===== config.mk =====
export PLATFORM = sky130hd
export DESIGN_NAME = conv3x3_stream_flat
export DESIGN_NICKNAME = d
export VERILOG_FILES = /design/src/rtl/conv3x3_stream_if.sv /design/src/rtl/conv3x3_stream.sv /design/src/flat_wrapper.sv
export SDC_FILE = /design/constraint.sdc
export NUM_CORES = 2
export LEC_CHECK = 0
export ABC_CLOCK_PERIOD_IN_PS = 35800
export BUFFER_PORTS_ARGS = -buffer_cell sky130_fd_sc_hd__buf_2
export CORE_UTILIZATION = 55
export CTS_CLUSTER_SIZE = 28
export DETAILED_ROUTE_END_ITERATION = 10
export PLACE_DENSITY = 0.71
export SLEW_MARGIN = 20
export SYNTH_ARGS = -nofsm -noshare
export SYNTH_HDL_FRONTEND = slang
export SYNTH_SLANG_ARGS = --single-unit

===== constraint.sdc =====
create_clock -name clk -period 35.8 [get_ports clk]
set_input_delay 3.58 -clock clk [delete_from_list [all_inputs] [get_ports clk]]
set_output_delay 3.58 -clock clk [all_outputs]
set_load 0.01 [all_outputs]

===== src/rtl/conv3x3_stream_if.sv =====
// Signal bundle for conv3x3_stream: pixel stream in, coefficient write port,
// result stream and frame status out.
interface conv3x3_stream_if #(
   parameter int PIX_W  = 9,
   parameter int COEF_W = 9,
   parameter int IMG_W  = 32,
   parameter int IMG_H  = 32
);
   localparam int SUM_W = PIX_W + COEF_W + 5;
   localparam int XW    = $clog2(IMG_W);
   localparam int YW    = $clog2(IMG_H);

   logic                     start;
   logic [PIX_W-1:0]         pix_in;
   logic                     pix_valid;
   logic                     pix_ready;
   logic                     coef_we;
   logic [3:0]               coef_addr;
   logic signed [COEF_W-1:0] coef_data;
   logic signed [SUM_W-1:0]  out_sum;
   logic                     out_valid;
   logic [XW-1:0]            out_x;
   logic [YW-1:0]            out_y;
   logic                     busy;
   logic                     done;

   modport master (
      output start, pix_in, pix_valid, coef_we, coef_addr, coef_data,
      input  pix_ready, out_sum, out_valid, out_x, out_y, busy, done
   );

   modport slave (
      input  start, pix_in, pix_valid, coef_we, coef_addr, coef_data,
      output pix_ready, out_sum, out_valid, out_x, out_y, busy, done
   );
endinterface


===== src/rtl/conv3x3_stream.sv =====
// Streaming 3x3 convolution: two line-deep delay lines feed a 3x3 window that is
// multiplied by a loadable signed kernel, one full-precision sum per interior pixel.
module conv3x3_stream #(
   parameter int PIX_W  = 9,
   parameter int COEF_W = 9,
   parameter int IMG_W  = 32,
   parameter int IMG_H  = 32
) (
   input logic              clk,
   input logic              reset,
   conv3x3_stream_if.slave  bus
);
   localparam int SUM_W  = PIX_W + COEF_W + 5;
   localparam int PROD_W = PIX_W + COEF_W + 1;
   localparam int XW     = $clog2(IMG_W);
   localparam int YW     = $clog2(IMG_H);
   localparam logic [XW-1:0] LAST_COL = XW'(IMG_W - 1);
   localparam logic [YW-1:0] LAST_ROW = YW'(IMG_H - 1);

   typedef enum logic [1:0] {IDLE, RUN, LAST} state_t;

   state_t                   state_q, state_d;
   logic [XW-1:0]            col_q;
   logic [YW-1:0]            row_q;
   logic signed [COEF_W-1:0] coef_q [9];
   logic [PIX_W-1:0]         line0_q [IMG_W];
   logic [PIX_W-1:0]         line1_q [IMG_W];
   logic [PIX_W-1:0]         win_q [3][2];
   logic [PIX_W-1:0]         tap [3][3];
   logic signed [PROD_W-1:0] prod;
   logic signed [SUM_W-1:0]  sum;
   logic signed [SUM_W-1:0]  outSum_q;
   logic                     outValid_q;
   logic [XW-1:0]            outX_q;
   logic [YW-1:0]            outY_q;
   logic                     transfer;
   logic                     lastPix;
   logic                     winValid;

   assign transfer = bus.pix_valid && (state_q == RUN);
   assign lastPix  = (col_q == LAST_COL) && (row_q == LAST_ROW);
   assign winValid = (col_q >= XW'(2)) && (row_q >= YW'(2));

   always_comb begin
      state_d = state_q;
      case (state_q)
         IDLE:    if (bus.start) state_d = RUN;
         RUN:     if (transfer && lastPix) state_d = LAST;
         LAST:    state_d = IDLE;
         default: state_d = IDLE;
      endcase
   end

   always_ff @(posedge clk or posedge reset) begin
      if (reset) state_q <= IDLE;
      else       state_q <= state_d;
   end

   // Raster position of the pixel about to be accepted; a new frame always starts at (0,0).
   always_ff @(posedge clk or posedge reset) begin
      if (reset) begin
         col_q <= '0;
         row_q <= '0;
      end else if (state_q == IDLE && bus.start) begin
         col_q <= '0;
         row_q <= '0;
      end else if (transfer) begin
         if (col_q == LAST_COL) begin
            col_q <= '0;
            row_q <= lastPix ? '0 : row_q + YW'(1);
         end else begin
            col_q <= col_q + XW'(1);
         end
      end
   end

   always_ff @(posedge clk or posedge reset) begin
      if (reset) begin
         for (int i = 0; i < 9; i++) coef_q[i] <= '0;
         coef_q[4] <= COEF_W'(1);
      end else if (state_q == IDLE && bus.coef_we && bus.coef_addr < 4'd9) begin
         coef_q[bus.coef_addr] <= bus.coef_data;
      end
   end

   // Buffers carry no reset: border windows never emit, so stale data cannot leak out.
   always_ff @(posedge clk) begin
      if (transfer) begin
         line0_q[0] <= bus.pix_in;
         line1_q[0] <= line0_q[IMG_W-1];
         for (int i = 1; i < IMG_W; i++) begin
            line0_q[i] <= line0_q[i-1];
            line1_q[i] <= line1_q[i-1];
         end
         for (int r = 0; r < 3; r++) begin
            win_q[r][0] <= win_q[r][1];
            win_q[r][1] <= tap[r][2];
         end
      end
   end

   // The newest window column comes straight from the line-buffer tails and the incoming
   // pixel, so the sum for the accepted pixel is ready at its own transfer edge.
   always_comb begin
      for (int r = 0; r < 3; r++) begin
         tap[r][0] = win_q[r][0];
         tap[r][1] = win_q[r][1];
      end
      tap[0][2] = line1_q[IMG_W-1];
      tap[1][2] = line0_q[IMG_W-1];
      tap[2][2] = bus.pix_in;
   end

   always_comb begin
      sum  = '0;
      prod = '0;
      for (int r = 0; r < 3; r++) begin
         for (int c = 0; c < 3; c++) begin
            prod = PROD_W'(signed'({1'b0, tap[r][c]})) * PROD_W'(coef_q[3*r+c]);
            sum  = sum + SUM_W'(prod);
         end
      end
   end

   always_ff @(posedge clk or posedge reset) begin
      if (reset) begin
         outValid_q <= 1'b0;
         outSum_q   <= '0;
         outX_q     <= '0;
         outY_q     <= '0;
      end else begin
         outValid_q <= transfer && winValid;
         if (transfer && winValid) begin
            outSum_q <= sum;
            outX_q   <= col_q - XW'(1);
            outY_q   <= row_q - YW'(1);
         end
      end
   end

   assign bus.pix_ready = (state_q == RUN);
   assign bus.busy      = (state_q != IDLE);
   assign bus.done      = (state_q == LAST);
   assign bus.out_valid = outValid_q;
   assign bus.out_sum   = outSum_q;
   assign bus.out_x     = outX_q;
   assign bus.out_y     = outY_q;
endmodule

===== src/flat_wrapper.sv =====
// flat-port wrapper written by rule: the top's interface ports become plain ports
module conv3x3_stream_flat 
#(
   parameter int PIX_W  = 9,
   parameter int COEF_W = 9,
   parameter int IMG_W  = 32,
   parameter int IMG_H  = 32
)
  (clk, reset, bus_start, bus_pix_in, bus_pix_valid, bus_coef_we, bus_coef_addr, bus_coef_data, bus_pix_ready, bus_out_sum, bus_out_valid, bus_out_x, bus_out_y, bus_busy, bus_done);
  conv3x3_stream_if #(.PIX_W(PIX_W), .COEF_W(COEF_W), .IMG_W(IMG_W), .IMG_H(IMG_H)) bus_i ();
  input logic clk;
  input logic reset;
  input wire logic [$bits(bus_i.start)-1:0] bus_start;
  input wire logic [$bits(bus_i.pix_in)-1:0] bus_pix_in;
  input wire logic [$bits(bus_i.pix_valid)-1:0] bus_pix_valid;
  input wire logic [$bits(bus_i.coef_we)-1:0] bus_coef_we;
  input wire logic [$bits(bus_i.coef_addr)-1:0] bus_coef_addr;
  input wire logic [$bits(bus_i.coef_data)-1:0] bus_coef_data;
  output wire logic [$bits(bus_i.pix_ready)-1:0] bus_pix_ready;
  output wire logic [$bits(bus_i.out_sum)-1:0] bus_out_sum;
  output wire logic [$bits(bus_i.out_valid)-1:0] bus_out_valid;
  output wire logic [$bits(bus_i.out_x)-1:0] bus_out_x;
  output wire logic [$bits(bus_i.out_y)-1:0] bus_out_y;
  output wire logic [$bits(bus_i.busy)-1:0] bus_busy;
  output wire logic [$bits(bus_i.done)-1:0] bus_done;
  assign bus_i.start = bus_start;
  assign bus_i.pix_in = bus_pix_in;
  assign bus_i.pix_valid = bus_pix_valid;
  assign bus_i.coef_we = bus_coef_we;
  assign bus_i.coef_addr = bus_coef_addr;
  assign bus_i.coef_data = bus_coef_data;
  assign bus_pix_ready = bus_i.pix_ready;
  assign bus_out_sum = bus_i.out_sum;
  assign bus_out_valid = bus_i.out_valid;
  assign bus_out_x = bus_i.out_x;
  assign bus_out_y = bus_i.out_y;
  assign bus_busy = bus_i.busy;
  assign bus_done = bus_i.done;
  conv3x3_stream #(.PIX_W(PIX_W), .COEF_W(COEF_W), .IMG_W(IMG_W), .IMG_H(IMG_H)) u_core (.clk(clk), .reset(reset), .bus(bus_i));
endmodule

==> metrics.md <==
| Metric | Value |
|---|---|
| Clock slew at the register clock pins of the worst setup and hold paths | `roughly 0.060 ns` |
| CP startpoint kind | `flip-flop` |
| Peak Freq | `83.3 MHz` |
| YS warnings | `0` |
| First-pass GRT wire length | `about 170,000 um` |
| Primary FF master, synth | `edfxtp_1` |
| Drt via density | `between 5 and 6` |
| Critical path's slowest cell | `fa_1` |
| Top-area cell type share of the netlist area | `between 30% and 40%` |
| Post-synth cell types | `60` |
| DRC | `0` |
| PortBufs | `63` |
| H-Tree Depth | `3` |
| Core area | `approximately 90,000 sq um` |
| Critical Path RT | `roughly 36 ns` |
| Deepest clock path buffer count | `3` |
| Worst reg2reg path endpoint | `u_core.bus.out_sum[21]$_DFFE_PP0P_` |
| Largest net degree at the start of global routing | `187` |
| Fraction of registers with async set/reset | `between 10% and 20%` |
| Final Slew Violations | `0` |
| GPL Wtd Cong | `slightly above 0.9` |
| Crit path DAT | `roughly 13 ns` |
| Status | `finished clean` |
| Initial antenna violation count | `8` |
| Register area share after synthesis | `a little over two fifths` |
| Die area | `approximately 92,000 sq um` |
| Cell taking the most area after synthesis | `edfxtp_1` |
| R2R setup slack | `roughly 24 ns` |
| GRT Total Usage | `between 20% and 30%` |
| Core Util, Final | `approximately three fifths` |
| CP Max Fanout | `10` |
| Setup Buffers After CTS | `0` |
| Syn_nets | `~5,100` |
| Mapped cell area | `50,200 sq um` |
| DP HPWL | `80,400 um` |
| WL/cell | `between 20 and 25 um` |
| Average footprint of a synthesized cell | `between 10 and 15 sq um` |
| Die Span Y | `between 300 and 400 um` |
| Root buffer cell | `clkbuf_16` |
| Area grow syn2layout | `7.98%` |
| Crit Path Category | `flip-flop to flip-flop` |
| Area contributors post-synth | `edfxtp_1 (36%), fa_1 (28%), ha_1 (9.4%), inv_1 (6.7%), dfrtp_1 (6.3%)` |
| Total Routed Length | `between 100,000 and 150,000 um` |
| Total congestion overflow | `0` |
| Final hold violation count | `0` |
| Vias in the first global route | `between 20,000 and 30,000` |
| Sink Count | `about 720` |
| Crit path to | `u_core.bus.out_sum[21]$_DFFE_PP0P_` |
| Hold_buf cts | `0` |
| Row count | `110` |
| Setup violations, final | `0` |
| Setup TNS | `0 ns` |
| Top-Level Pins | `64` |
| HP Class | `flip-flop to flip-flop` |
| Worst-skew pair later-pin latency | `around 0.65 ns` |
| Final worst path period share | `33.5%` |
| Cts bufs inserted | `77` |
| FILL cells | `between 7,000 and 8,000` |
| Post-synthesis sequential element count | `just over 700` |
| Cell count after synthesis | `approximately 4,000` |
| RSZ-0062 raised after global routing | `no` |
| Crit path top cell by count | `fa_1` |
| Slew HR | `a little under a quarter` |
| Post-CTS Resized | `0` |
| 1st-iter DRT viols | `approximately 2,200` |
| Final Net Count | `5,111` |
| Worst reg2reg path depth | `41` |
| Via count of the routed design | `roughly 28,000` |
| Detailed Routing Iterations Pass 1 | `6` |
| Die width | `around 300 um` |
| CP startpoint | `u_core.line1_q[1][140]$_DFFE_PP_` |
| Antenna-violating nets left | `0` |
| Slew @ Worst Pin | `between 1 and 1.5 ns` |
| Post-synth EDFFs | `594` |
| CTS tree | `done` |
| Layout cells sized above 1 | `just under 7%` |
| Initial Utilization | `between 50% and 60%` |
| Final Skew | `about 0.032 ns` |
| Reg2reg start | `u_core.line1_q[1][140]$_DFFE_PP_` |
| Minimum clock period | `around 12 ns` |
| CP endpoint kind | `flip-flop` |
| Max incr delay on CP | `~0.54 ns` |
| Max Cap Viol | `0` |
[area by class of cell]
| cell class | instances | area, sq um | area share (%) |
|---|---|---|---|
| flip-flops and latches | 721 | 21000 | 38.8 |
| well taps | 1176 | 1470 | 2.72 |
| diodes | 2 | 5.00 | 0.00924 |
| repair buffers | 71 | 404 | 0.746 |
| inverters | 902 | 3400 | 6.27 |
| clock inverters | 46 | 542 | 1.00 |
| clock buffers | 95 | 2030 | 3.75 |
| multi-input cells | 2233 | 25300 | 46.7 |
[through the flow]
stage,area (sq um),hold slack [ns],cells,setup WS (ns)
after floorplan,50200,0.400,3987,17.21
after detailed placement,51600,0.405,5102,23.86
after CTS,54200,0.390,5243,23.82
final,54200,0.398,5246,23.80
after global routing,54200,0.401,5244,23.33
after global placement,51600,0.401,5102,23.89
[cells in the final DEF (no fill, tap or decap), drive strengths merged, types with 3 or more instances in the layout]
master / instances
nand2: 444
xor2: 15
clkbuf: 95
and2: 278
or3: 4
xnor2: 27
edfxtp: 594
nor2b: 6
clkinvlp: 3
o211ai: 3
ha: 375
mux2: 76
clkinv: 33
and3: 6
a21o: 13
a31oi: 4
nand2b: 60
bufinv: 6
nand3: 11
fa: 703
a211oi: 6
buf: 71
o31ai: 5
nor2: 51
inv: 906
o21bai: 4
o21a: 5
a211o: 3
o21ai: 57
nor3b: 3
nor3: 12
a21oi: 33
o211a: 5
dfrtp: 126
[flip-flops by register name, indices dropped and copies added, names as in the netlist]
| signal | count |
|---|---|
| u_core.bus.out_sum | 23 |
| u_core.bus.out_valid | 1 |
| u_core.bus.out_x | 5 |
| u_core.bus.out_y | 5 |
| u_core.coef_q | 81 |
| u_core.col_q | 5 |
| u_core.line0_q | 288 |
| u_core.line1_q | 271 |
| u_core.row_q | 5 |
| u_core.state_q | 2 |
| u_core.win_q | 35 |
[worst max-delay path, delay by kind of cell (launching register included)]
kind	cells	cell delay [ns]
flip-flops	1	0.53
AND/OR/NAND/NOR	4	0.91
XOR/XNOR	1	0.16
adder cells (fa/ha/maj)	18	7.76
AO/OA/AOI/OAI	10	2.11
buffers and inverters	8	0.41
[synthesized netlist by cell type, types with 2 or more instances]
cell type,number
a21o_1,12
nor3b_1,2
nor2b_1,6
fa_1,703
clkbuf_1,130
and3_1,6
or4_1,2
ha_1,375
nand3_1,11
o21bai_1,4
nand2_1,444
inv_1,902
a21oi_1,33
nor3_1,10
nand2b_1,60
o21ai_0,56
xor2_1,15
o211ai_1,3
and2_1,278
xnor2_1,27
nor2_1,51
a211o_1,2
nor3_2,2
mux2_2,76
o21a_1,5
or3_1,4
o31ai_1,5
edfxtp_1,594
dfrtp_1,126
a21boi_0,2
a31oi_1,4
o211a_1,5
a211oi_1,5
[per-layer routing]
layer	part of all wire, %	wire [um]	track usage (%)
met1	45	47600	36.1
met2	43	45200	34.7
met3	9.3	9740	6.76
met4	2.4	2520	6.35
met5	0.11	113	0.620
[kinds of logic after synthesis]
kind of cell	synth area share [%]
AO/OA/AOI/OAI	1.92
adder cells (fa/ha/maj)	37.4
multiplexers	1.71
AND/OR/NAND/NOR	8.59
flip-flops	41.9
buffers and inverters	7.73
XOR/XNOR	0.778
[worst min-delay path by stage]
stage / startpoint / cells after the start / slack, ns / to
global route: u_core.line0_q[3][59]$_DFFE_PP_ / 0 / 0.40 / u_core.line0_q[3][68]$_DFFE_PP_
CTS: u_core.line1_q[0][74]$_DFFE_PP_ / 0 / 0.39 / u_core.line1_q[0][83]$_DFFE_PP_
floorplan: u_core.line0_q[0][18]$_DFFE_PP_ / 0 / 0.40 / u_core.line0_q[0][27]$_DFFE_PP_
finish: u_core.line0_q[2][28]$_DFFE_PP_ / 0 / 0.40 / u_core.line0_q[2][37]$_DFFE_PP_
detailed placement: u_core.line0_q[0][35]$_DFFE_PP_ / 0 / 0.40 / u_core.line0_q[0][44]$_DFFE_PP_
global placement: u_core.line0_q[0][19]$_DFFE_PP_ / 0 / 0.40 / u_core.line0_q[0][28]$_DFFE_PP_
Power is not shown: default switching activity piles up to over one toggle a cycle in this logic, so the estimate is an artifact.
